$ cat src/rtl/adc_psram_writer_pkg.sv
// Shared widths and state encoding for the ADC-to-PSRAM capture writer.
package adc_psram_pkg;

  localparam int LANE_W = 16;
  localparam int WORD_W = 64;
  localparam int LANES  = 4;

  typedef enum logic [1:0] {
    IDLE    = 2'd0,
    CAPTURE = 2'd1,
    DRAIN   = 2'd2
  } state_t;

endpackage

$ cat src/rtl/adc_psram_writer_if.sv
// Write-request channel from the capture writer to the PSRAM controller.
interface adc_psram_writer_if
  import adc_psram_pkg::*;
#(
  parameter int ADDR_W = 21
);

  logic              wr_req;
  logic [ADDR_W-1:0] wr_addr;
  logic [WORD_W-1:0] wr_data;
  logic              wr_ack;

  modport master (output wr_req, wr_addr, wr_data, input wr_ack);
  modport slave  (input wr_req, wr_addr, wr_data, output wr_ack);

endinterface

$ cat src/rtl/adc_psram_writer_word_fifo.sv
// Synchronous word FIFO; DEPTH must be a power of two, at least 2.
module word_fifo #(
  parameter int DEPTH = 4,
  parameter int WIDTH = 64
) (
  input  logic             clk_PSRAM,
  input  logic             rst_n,
  input  logic             push,
  input  logic             pop,
  input  logic [WIDTH-1:0] din,
  output logic [WIDTH-1:0] dout,
  output logic             full,
  output logic             empty
);

  localparam int AW = $clog2(DEPTH);

  logic [WIDTH-1:0] mem [DEPTH];
  logic [AW-1:0]    rd_q, wr_q;
  logic [AW:0]      cnt_q;

  assign full  = (cnt_q == (AW+1)'(DEPTH));
  assign empty = (cnt_q == '0);
  assign dout  = mem[rd_q];

  always_ff @(posedge clk_PSRAM or negedge rst_n) begin
    if (!rst_n) begin
      for (int unsigned i = 0; i < DEPTH; i++) mem[i] <= '0;
      rd_q  <= '0;
      wr_q  <= '0;
      cnt_q <= '0;
    end else begin
      if (push) begin
        mem[wr_q] <= din;
        wr_q      <= wr_q + AW'(1);
      end
      if (pop) rd_q <= rd_q + AW'(1);
      case ({push, pop})
        2'b10:   cnt_q <= cnt_q + (AW+1)'(1);
        2'b01:   cnt_q <= cnt_q - (AW+1)'(1);
        default: cnt_q <= cnt_q;
      endcase
    end
  end

endmodule

$ cat src/rtl/adc_psram_writer.sv
// Packs four 12-bit ADC samples (plus OTR) per 64-bit word and streams
// NUM_WORDS words per capture to the PSRAM controller through a small FIFO.
module adc_psram_writer
  import adc_psram_pkg::*;
#(
  parameter int ADDR_W     = 21,
  parameter int ADDR_INC   = 4,
  parameter int NUM_WORDS  = 1024,
  parameter int FIFO_DEPTH = 4
) (
  input  logic                clk_PSRAM,
  input  logic                rst_n,
  input  logic                capture_start,
  input  logic                adc_ready,
  input  logic [11:0]         adc_data,
  input  logic                adc_OTR,
  output logic                adc_enable,
  adc_psram_writer_if.master  wr,
  output logic                busy,
  output logic                done,
  output logic                overflow
);

  localparam int CNT_W = $clog2(NUM_WORDS + 1);

  state_t                     state_q, state_n;
  logic [1:0]                 lane_q;
  logic [LANE_W*(LANES-1)-1:0] acc_q;
  logic [CNT_W-1:0]           cnt_q;
  logic [ADDR_W-1:0]          addr_q;
  logic                       adc_en_q, done_q, ovf_q;

  logic                       start_ok, take, word_done, last_word;
  logic                       fifo_push, fifo_pop, fifo_full, fifo_empty, drop;
  logic [LANE_W-1:0]          sample;
  logic [WORD_W-1:0]          word, fifo_dout;

  assign start_ok  = capture_start && (state_q == IDLE);
  assign take      = adc_ready && (state_q == CAPTURE);
  assign word_done = take && (lane_q == 2'(LANES - 1));
  assign last_word = word_done && (cnt_q == CNT_W'(NUM_WORDS - 1));
  assign sample    = {adc_OTR, 3'b000, adc_data};
  assign word      = {sample, acc_q};

  // A pop in the same cycle frees a slot, so a completing word is never dropped then.
  assign fifo_pop  = wr.wr_req && wr.wr_ack;
  assign fifo_push = word_done && (!fifo_full || fifo_pop);
  assign drop      = word_done && fifo_full && !fifo_pop;

  word_fifo #(
    .DEPTH (FIFO_DEPTH),
    .WIDTH (WORD_W)
  ) u_fifo (
    .clk_PSRAM (clk_PSRAM),
    .rst_n     (rst_n),
    .push      (fifo_push),
    .pop       (fifo_pop),
    .din       (word),
    .dout      (fifo_dout),
    .full      (fifo_full),
    .empty     (fifo_empty)
  );

  always_comb begin
    state_n = state_q;
    case (state_q)
      IDLE:    if (capture_start) state_n = CAPTURE;
      CAPTURE: if (last_word)     state_n = DRAIN;
      DRAIN:   if (fifo_empty)    state_n = IDLE;
      default: state_n = IDLE;
    endcase
  end

  always_ff @(posedge clk_PSRAM or negedge rst_n) begin
    if (!rst_n) begin
      state_q  <= IDLE;
      adc_en_q <= 1'b0;
      done_q   <= 1'b0;
      ovf_q    <= 1'b0;
      lane_q   <= '0;
      acc_q    <= '0;
      cnt_q    <= '0;
      addr_q   <= '0;
    end else begin
      state_q  <= state_n;
      adc_en_q <= (state_n == CAPTURE);
      done_q   <= (state_q == DRAIN) && (state_n == IDLE);
      if (start_ok) begin
        lane_q <= '0;
        cnt_q  <= '0;
        addr_q <= '0;
        ovf_q  <= 1'b0;
      end else begin
        if (word_done) begin
          lane_q <= '0;
          cnt_q  <= cnt_q + CNT_W'(1);
        end else if (take) begin
          acc_q[lane_q*LANE_W +: LANE_W] <= sample;
          lane_q <= lane_q + 2'd1;
        end
        if (fifo_pop) addr_q <= addr_q + ADDR_W'(ADDR_INC);
        if (drop)     ovf_q  <= 1'b1;
      end
    end
  end

  assign wr.wr_req  = !fifo_empty;
  assign wr.wr_addr = addr_q;
  assign wr.wr_data = fifo_dout;
  assign adc_enable = adc_en_q;
  assign busy       = (state_q != IDLE);
  assign done       = done_q;
  assign overflow   = ovf_q;

endmodule

$ cat src/flat_wrapper.sv
// flat-port wrapper written by rule: the top's interface ports become plain ports
module adc_psram_writer_flat import adc_psram_pkg::*;
#(
  parameter int ADDR_W     = 21,
  parameter int ADDR_INC   = 4,
  parameter int NUM_WORDS  = 1024,
  parameter int FIFO_DEPTH = 4
)
  (clk_PSRAM, rst_n, capture_start, adc_ready, adc_data, adc_OTR, adc_enable, busy, done, overflow, wr_wr_req, wr_wr_addr, wr_wr_data, wr_wr_ack);
  adc_psram_writer_if #(.ADDR_W(ADDR_W)) wr_i ();
  input  logic clk_PSRAM;
  input  logic rst_n;
  input  logic capture_start;
  input  logic adc_ready;
  input  logic [11:0] adc_data;
  input  logic adc_OTR;
  output logic adc_enable;
  output logic busy;
  output logic done;
  output logic overflow;
  output wire logic [$bits(wr_i.wr_req)-1:0] wr_wr_req;
  output wire logic [$bits(wr_i.wr_addr)-1:0] wr_wr_addr;
  output wire logic [$bits(wr_i.wr_data)-1:0] wr_wr_data;
  input wire logic [$bits(wr_i.wr_ack)-1:0] wr_wr_ack;
  assign wr_wr_req = wr_i.wr_req;
  assign wr_wr_addr = wr_i.wr_addr;
  assign wr_wr_data = wr_i.wr_data;
  assign wr_i.wr_ack = wr_wr_ack;
  adc_psram_writer #(.ADDR_W(ADDR_W), .ADDR_INC(ADDR_INC), .NUM_WORDS(NUM_WORDS), .FIFO_DEPTH(FIFO_DEPTH)) u_core (.clk_PSRAM(clk_PSRAM), .rst_n(rst_n), .capture_start(capture_start), .adc_ready(adc_ready), .adc_data(adc_data), .adc_OTR(adc_OTR), .adc_enable(adc_enable), .wr(wr_i), .busy(busy), .done(done), .overflow(overflow));
endmodule
$ cat config.mk
export PLATFORM = sky130hd
export DESIGN_NAME = adc_psram_writer_flat
export DESIGN_NICKNAME = d
export VERILOG_FILES = /design/src/rtl/adc_psram_writer_pkg.sv /design/src/rtl/adc_psram_writer_if.sv /design/src/rtl/adc_psram_writer_word_fifo.sv /design/src/rtl/adc_psram_writer.sv /design/src/flat_wrapper.sv
export SDC_FILE = /design/constraint.sdc
export NUM_CORES = 1
export LEC_CHECK = 0
export ABC_AREA = 0
export ABC_CLOCK_PERIOD_IN_PS = 4550
export BUFFER_PORTS_ARGS = -buffer_cell sky130_fd_sc_hd__buf_4
export CAP_MARGIN = 20
export CORE_ASPECT_RATIO = 0.8
export CORE_MARGIN = 2
export CORE_UTILIZATION = 64
export CTS_CLUSTER_DIAMETER = 60
export CTS_CLUSTER_SIZE = 20
export DETAILED_ROUTE_END_ITERATION = 6
export PLACE_DENSITY = 0.93
export RECOVER_POWER = 50
export SLEW_MARGIN = 20
export SYNTH_ARGS = -nofsm -noshare
export SYNTH_HDL_FRONTEND = slang
export SYNTH_SLANG_ARGS = --single-unit
$ cat constraint.sdc
create_clock -name clk_PSRAM -period 4.55 [get_ports clk_PSRAM]
set_input_delay 0.455 -clock clk_PSRAM [delete_from_list [all_inputs] [get_ports clk_PSRAM]]
set_output_delay 0.455 -clock clk_PSRAM [all_outputs]
set_load 0.01 [all_outputs]
==> results of run 1 <==
## metal layers
metal  track usage (%)  up-vias  part of all wire (%)
met2              42.9      252                    49
met3              5.27       57                   5.7
met4              7.23        0                   2.7
li1                  -     3444                     -
met1              37.8     4173                    43
met5                 0        -                     0
## area by class of cell
cell class	instances	area [sq um]	share of cell area, %
well taps	264	330	2.33
inverters	9	33.8	0.239
clock inverters	3	37.5	0.265
flip-flops and latches	291	7280	51.4
repair buffers	106	727	5.13
clock buffers	21	483	3.41
multi-input cells	576	5260	37.2
## logic make-up (layout without fill, tap and decap cells)
group	Yosys count	after routing	synth area share, %
flops	291	291	56.3
mux	261	261	27.2
simple gates	190	190	6.91
compound gates	78	78	3.65
buf+inv	73	139	3.24
xor+xnor	21	21	1.42
fa+ha+maj	12	12	1.22
other cells	1	14	0.0290
## registers in the layout (all words and copies together) (netlist names)
name                 count
u_core.cnt_q            11
u_core.overflow          1
u_core.done              1
u_core.wr.wr_addr       19
u_core.acc_q            39
u_core.lane_q            2
u_core.u_fifo.cnt_q      3
u_core.u_fifo.rd_q       2
u_core.adc_enable        1
u_core.state_q           2
u_core.u_fifo.wr_q       2
u_core.u_fifo.mem      208
## cell usage in the layout (no fill, tap or decap), types with 2 or more instances in the layout
master,count
dfrtp_1,290
mux2_2,183
nand2_1,108
buf_4,78
mux4_2,52
o21ai_0,45
nor2_1,31
clkbuf_1,27
mux2_1,25
clkbuf_16,19
xnor2_1,15
conb_1,14
a21oi_1,11
ha_1,11
nand3_1,10
inv_1,9
a31o_2,6
nor3_1,6
nor4_1,6
xor2_1,6
or3_1,5
nand4_1,5
a31oi_1,4
a41o_1,4
nand2_2,3
nor3b_1,3
a22o_1,2
nor3_2,2
clkinv_8,2
## cell usage after synthesis (2+ instances only)
master | n | area share (%)
a21oi_1 | 11 | 0.43
a22o_1 | 2 | 0.14
a31o_2 | 6 | 0.41
a31oi_1 | 4 | 0.19
a41o_1 | 4 | 0.31
buf_2 | 11 | 0.43
buf_4 | 35 | 2.0
clkbuf_1 | 17 | 0.49
dfrtp_1 | 291 | 56
ha_1 | 11 | 1.1
inv_1 | 9 | 0.26
mux2_1 | 25 | 2.2
mux2_2 | 183 | 16
mux4_2 | 52 | 9.1
nand2_1 | 108 | 3.1
nand2_2 | 4 | 0.19
nand3_1 | 10 | 0.39
nand4_1 | 5 | 0.24
nor2_1 | 29 | 0.84
nor3_1 | 6 | 0.23
nor3_2 | 2 | 0.15
nor3b_1 | 3 | 0.17
nor4_1 | 6 | 0.29
o21ai_0 | 45 | 1.7
or3_1 | 5 | 0.24
xnor2_1 | 15 | 1.0
xor2_1 | 6 | 0.41
## path summary, 6_finish.rpt
check / startpoint / cells after the start / to
max: u_core.lane_q[0] / 6 / u_core.u_fifo.mem[75]
min in group clk_PSRAM: adc_data[6] / 3 / u_core.acc_q[6]
min: rst_n / 1 / u_core.u_fifo.mem[214]
min reg2reg: u_core.u_fifo.mem[21] / 1 / u_core.u_fifo.mem[21]
max reg2reg: u_core.lane_q[0] / 6 / u_core.u_fifo.mem[75]
max in group asynchronous: rst_n / 2 / u_core.cnt_q[0]
## per-stage QoR
step                instance area, sq um  cells  worst slack, ns  total power [W]
detailed placement                 13700   1245             1.67          0.00621
global route                       14200   1270            0.748          0.00823
CTS                                14300   1269             1.48          0.00786
floorplan                          13000    940             2.12          0.00532
finish                             14200   1270            0.969          0.00783
global placement                   13700   1245             1.82          0.00604
## power groups by stage
| stage | Sequential (W) | Combinational [W] | Clock, W |
|---|---|---|---|
| finish | 0.00390 | 0.00231 | 0.00162 |
| global route | 0.00399 | 0.00251 | 0.00173 |
| CTS | 0.00399 | 0.00223 | 0.00164 |
| detailed placement | 0.00401 | 0.00219 | 0 |
| global placement | 0.00395 | 0.00209 | 0 |
| floorplan | 0.00360 | 0.00171 | 0 |
==> impl_metrics.toml, run 1 <==
[outcome]
outcome = "complete, but fails checks"
failed_checks = "capacitance limit, slew limit"

[critical_path]
timing.critical_path.fanout_max = 35
critPathBufInv = 1
cpLargestDelayFamily = "simple AND/OR/NAND/NOR gates"
timing.critical_path.from_type = "flop"
critPathRequiredTime_ns = 4.94
register_to_register_setup_slack_ns = 0.97
critical_path.slowest_cell = "nand2_2"
critical_path.endpoint_type = "flop"
arrival_ns = 3.97
class_of_the_most_critical_setup_path = "reg -> reg"
cp_slowest_stage_delay_ns = 0.76
crit_chain = "ha_1 -> nand4b_1 -> nor2_1 -> nand2_2 -> buf_4 -> mux2_2"

[job]
drv_cap = 3

[route]
drtPass1Iterations = 5
post-route-drc-count = 0
detail_route.vias_per_cell = 6.24
routedWlPerCell_microns = 21.9
detail_route.wirelength_mm = 27.8
drt.antenna.violating_nets = 0
vias = 7926
drt_iter0_markers = 683

[yosys]
yosys_warnings = 0
synthCells = 927
register_bit_total_from_synthesis = 291
yosysSeqAreaShare_pct = 56.3
synthesis.area_per_instance_sq_um = 14.0
ys_types = 49
synth_ff_type = "dfrtp_1"
synth_async_sr_flop_share_pct = 100
number_of_enable_type_register_cells_in_the_synthesized_netlist = 0
syn-cell-area_sq_mm = 0.0129

[power_and_ir_drop]
total_switching_power_w = 0.00258
pwr-share-clk_pct = 20.7
ir_worst_vdd_v = 0.000342
lkg_pwr_nw = 6.88
p_int_w = 0.00525
switching_share_pct = 32.9
comb_power_share_pct = 29.5
pwr_density_cell_mw_per_mm2 = 553
p_seq_share_pct = 49.7

[floorplanning]
floorplan.die_area_sq_mm = 0.0214
placementRows = 46
die_h_microns = 131
io_pins = 108
placeableCoreArea_sq_mm = 0.0198
die_w_microns = 163
starting_density_pct = 65.3

[cells_and_area]
final.fill_count = 1278
areaGrowthSynthToFinish_pct = 9.45
finish.net_count = 1033
post_route_cells_drive_above_1_share_pct = 35.4
diodes = 0
finalCoreUtilization_pct = 71.5

[timing]
hold_ws_ns = 0.0611
hold_viol = 0
worst_slew_pin_slew_ns = 2.28
finalSetupViolations = 0
period_minus_slack_ns = 3.58
timing.max_slew.rel_slack_pct = -52.3
setup_total_negative_slack_ns = 0
min_period_over_period_pct = 78.7
rsz_0062_raised_after_global_routing = "false"
clock_skew_ns = 0.0208
finalMaxSlewViolations = 164
max_freq_ghz = 0.279

[global_route]
grt-ovfl-total = 0
grt.total_usage_pct = 26.7
grt_pass1_vias = 8231
grt_start_max_net_pins = 134
grt_pass1_wl_mm = 44.9
antenna_found_initial = 0

[clocking]
cts-htree-levels = 1
clkSlewWorstSetupHoldPaths_ns = 0.08
numCtsBuffers = 19
post-cts-setup-buffers = 0
cts.sink_count = 291
max_buffers_root_to_sink = 3
cts_repair_resize_count = 0
clock_insertion_delay_worst_skew_ns = 0.51
tritoncts = "yes"
cts_hold_repair.buffers = 0
clock_tree.root_cell = "clkbuf_16"

[placement]
dpl.hpwl_mm = 17.0
port_buffers = 93
finalWeightedCongestion = 0.784

[hold_path]
hold_class = "in -> async"
Power figures use the tool's default switching activity.
==> inputs of run 2 (changes only) <==
--- a/config.mk
+++ b/config.mk
@@ -5,17 +5,17 @@
 export SDC_FILE = /design/constraint.sdc
 export NUM_CORES = 1
 export LEC_CHECK = 0
-export ABC_AREA = 0
-export ABC_CLOCK_PERIOD_IN_PS = 4550
+export ABC_AREA = 1
+export ABC_CLOCK_PERIOD_IN_PS = 3340
 export BUFFER_PORTS_ARGS = -buffer_cell sky130_fd_sc_hd__buf_4
 export CAP_MARGIN = 20
 export CORE_ASPECT_RATIO = 0.8
 export CORE_MARGIN = 2
-export CORE_UTILIZATION = 64
+export CORE_UTILIZATION = 60
 export CTS_CLUSTER_DIAMETER = 60
 export CTS_CLUSTER_SIZE = 20
 export DETAILED_ROUTE_END_ITERATION = 6
-export PLACE_DENSITY = 0.93
+export PLACE_DENSITY = 0.88
 export RECOVER_POWER = 50
 export SLEW_MARGIN = 20
 export SYNTH_ARGS = -nofsm -noshare
==> constraint.sdc (replaced) <==
create_clock -name clk_PSRAM -period 3.34 [get_ports clk_PSRAM]
set_input_delay 0.334 -clock clk_PSRAM [delete_from_list [all_inputs] [get_ports clk_PSRAM]]
set_output_delay 0.334 -clock clk_PSRAM [all_outputs]
set_load 0.01 [all_outputs]
==> impl_metrics.toml, run 2 <==
[route]
met2WireLength_mm = 16.8
post-route-drc-count = 0
routedWlPerCell_microns = 17.6
dr.max_layer_used = "met4"
met1_length_mm = 15.2
drt_iter0_markers = 1662
drt.antenna.violating_nets = 0
detail_route.wirelength_mm = 36.1
vias = 12200
detail_route.vias_per_cell = 5.91
drtPass1Iterations = 6
met3RoutedLength_mm = 3.11

[yosys]
synth_area_leaders = "dfrtp_1 53%, nand2_1 14%, o21ai_0 9.7%"
synth_async_sr_flop_share_pct = 100
largest_area_contributor_in_the_netlist = "dfrtp_1"
yosysSeqAreaShare_pct = 52.5
yosys_warnings = 0
synthesis.area_per_instance_sq_um = 8.06
synth_top_area_share_pct = 52.5
register_bit_total_from_synthesis = 291
synthCells = 1719
number_of_enable_type_register_cells_in_the_synthesized_netlist = 0
synth_commonest_cells = "523 x nand2_1, 291 x dfrtp_1, 269 x o21ai_0"
syn-cell-area_sq_mm = 0.0139
synth_most_common_cell = "nand2_1"
synth_ff_type = "dfrtp_1"
ys_types = 28

[timing]
period_minus_slack_ns = 2.86
min_period_over_period_pct = 85.6
finalWorstSetupSlack_ns = 0.482
clock_skew_ns = 0.0132
hold_viol = 0
setup_total_negative_slack_ns = 0
worst_slew_pin_slew_ns = 2.18
timing.max_slew.rel_slack_pct = -45.3
finalMaxSlewViolations = 82
finalSetupViolations = 0
max_freq_ghz = 0.350
rsz_0062_raised_after_global_routing = "false"

[critical_path]
cpLargestDelayFamily = "simple AND/OR/NAND/NOR gates"
critical_path.endpoint_type = "flop"
reg2reg_depth = 10
register_to_register_setup_slack_ns = 0.48
timing.critical_path.from_type = "flop"
class_of_the_most_critical_setup_path = "reg -> reg"
critical_path.slowest_cell = "buf_4"
cp_capture_point = "u_core.u_fifo.mem[118]"
crit_path_from = "u_core.state_q[1]"
critPathRequiredTime_ns = 3.74
cp_num_cells = 10
cpMostUsedCell = "nand2_1"
worst_reg2reg_endpoint = "u_core.u_fifo.mem[118]"
critPathBufInv = 3
reg2reg_from = "u_core.state_q[1]"
crit_chain = "inv_1 -> nand2_1 -> nor2_8 -> nand2_1 -> nor2_8 -> inv_4 -> nor2_4 -> buf_4 -> nand2_1 -> o21a_1"
cp_slowest_stage_delay_ns = 0.66
arrival_ns = 3.26
timing.critical_path.fanout_max = 64

[clocking]
clock_tree.root_cell = "clkbuf_16"
cts-htree-levels = 1
post-cts-setup-buffers = 0
cts_hold_repair.buffers = 1
tritoncts = "yes"
clock_insertion_delay_worst_skew_ns = 0.51
max_buffers_root_to_sink = 3
numCtsBuffers = 19
cts.sink_count = 291
clkSlewWorstSetupHoldPaths_ns = 0.08
cts_repair_resize_count = 0

[job]
drv_cap = 1

[global_route]
grt_start_max_net_pins = 106
antenna_found_initial = 0
grt.total_usage_pct = 29.9
grt_pass1_vias = 11800
grt_pass1_wl_mm = 59.8
grt-ovfl-total = 0

[placement]
preCtsSetupSlack_ns = 0.831
port_buffers = 93
dpl.hpwl_mm = 22.1
place_area_sq_mm = 0.0147
finalWeightedCongestion = 0.915

[cells_and_area]
diodes = 0
final_cell_area_sq_mm = 0.0151
largest_register_ffs = 208
final_cell_mix = "525 x nand2_1, 290 x dfrtp_1, 269 x o21ai_0"
final.fill_count = 1831
areaGrowthSynthToFinish_pct = 8.78
finish.net_count = 1776
registers.top_by_ff_count = "u_core.u_fifo.mem"
layout.cells.most_common = "nand2_1"
post_route_cells_drive_above_1_share_pct = 7.54

[floorplanning]
placeableCoreArea_sq_mm = 0.0226
starting_density_pct = 61.4
die_w_microns = 174
die_h_microns = 140
io_pins = 108
floorplan.die_area_sq_mm = 0.0243
placementRows = 49

[power_and_ir_drop]
lkg_pwr_nw = 7.75
pwr_density_cell_mw_per_mm2 = 864
ir_worst_vdd_v = 0.000538

[outcome]
outcome = "complete, but fails checks"
failed_checks = "capacitance limit, slew limit"

[hold_path]
hold_class = "in -> reg"
-- run 2: worst reg2reg max path, cell delays in order, from the launching register on --
cell,delay (ns)
dfrtp_1,0.37
inv_1,0.10
nand2_1,0.16
nor2_8,0.15
nand2_1,0.27
nor2_8,0.24
inv_4,0.24
nor2_4,0.23
buf_4,0.66
nand2_1,0.16
o21a_1,0.16
-- run 2: cell type report --
class / count / area [sq um] / area share (%)
sequential: 291 / 7280 / 48.3
multi-input combinational: 1247 / 5700 / 37.8
tap: 306 / 383 / 2.54
clock buffer: 21 / 493 / 3.27
inverter: 68 / 258 / 1.71
timing repair buffer: 119 / 923 / 6.12
clock inverter: 5 / 38.8 / 0.257
-- run 2: power by group --
| part | internal [W] | leakage, nW | total [W] | switching [W] |
|---|---|---|---|---|
| clock | 0.00107 | 0.259 | 0.00228 | 0.00121 |
| sequential | 0.00454 | 3.93 | 0.00533 | 0.000785 |
| combinational | 0.00194 | 3.56 | 0.00543 | 0.00348 |
| total | 0.00756 | 7.75 | 0.0130 | 0.00548 |
-- run 2: kinds of logic (layout without fill, tap and decap cells) --
kind of cell	Yosys count	count (layout)	synth area share, %
simple gates	778	778	22.0
compound gates	438	438	17.3
flops	291	291	52.5
buf+inv	194	213	6.71
fa+ha+maj	12	12	1.14
xor+xnor	5	5	0.316
other cells	1	14	0.0270
-- run 2: stage by stage --
step,hold WS (ns),std cells,total power (W),utilization [%]
6_report,0.216,2057,0.0130,66.8
2_1_floorplan,0.0384,1732,0.00853,-
3_3_place_gp,0.381,2030,0.0105,64.9
5_1_grt,0.243,2057,0.0138,66.8
4_1_cts,0.211,2057,0.0130,67.3
3_5_place_dp,0.380,2030,0.0108,64.9
-- run 2: layer usage --
layer,track usage [%],vias to the layer above
li1,-,5599
met1,43.9,5853
met2,47.3,623
met3,3.69,78
met4,9.38,0
met5,0,-
-- run 2: how the worst min path moves through the flow --
stage,start,endpoint,slack [ns],cells past startpoint
floorplan,rst_n,u_core.acc_q[0],0.04,0
global placement,rst_n,u_core.u_fifo.mem[197],0.38,1
detailed placement,rst_n,u_core.u_fifo.mem[8],0.38,1
CTS,adc_data[3],u_core.acc_q[19],0.21,5
global route,adc_OTR,u_core.acc_q[31],0.24,5
finish,adc_data[3],u_core.acc_q[19],0.22,5
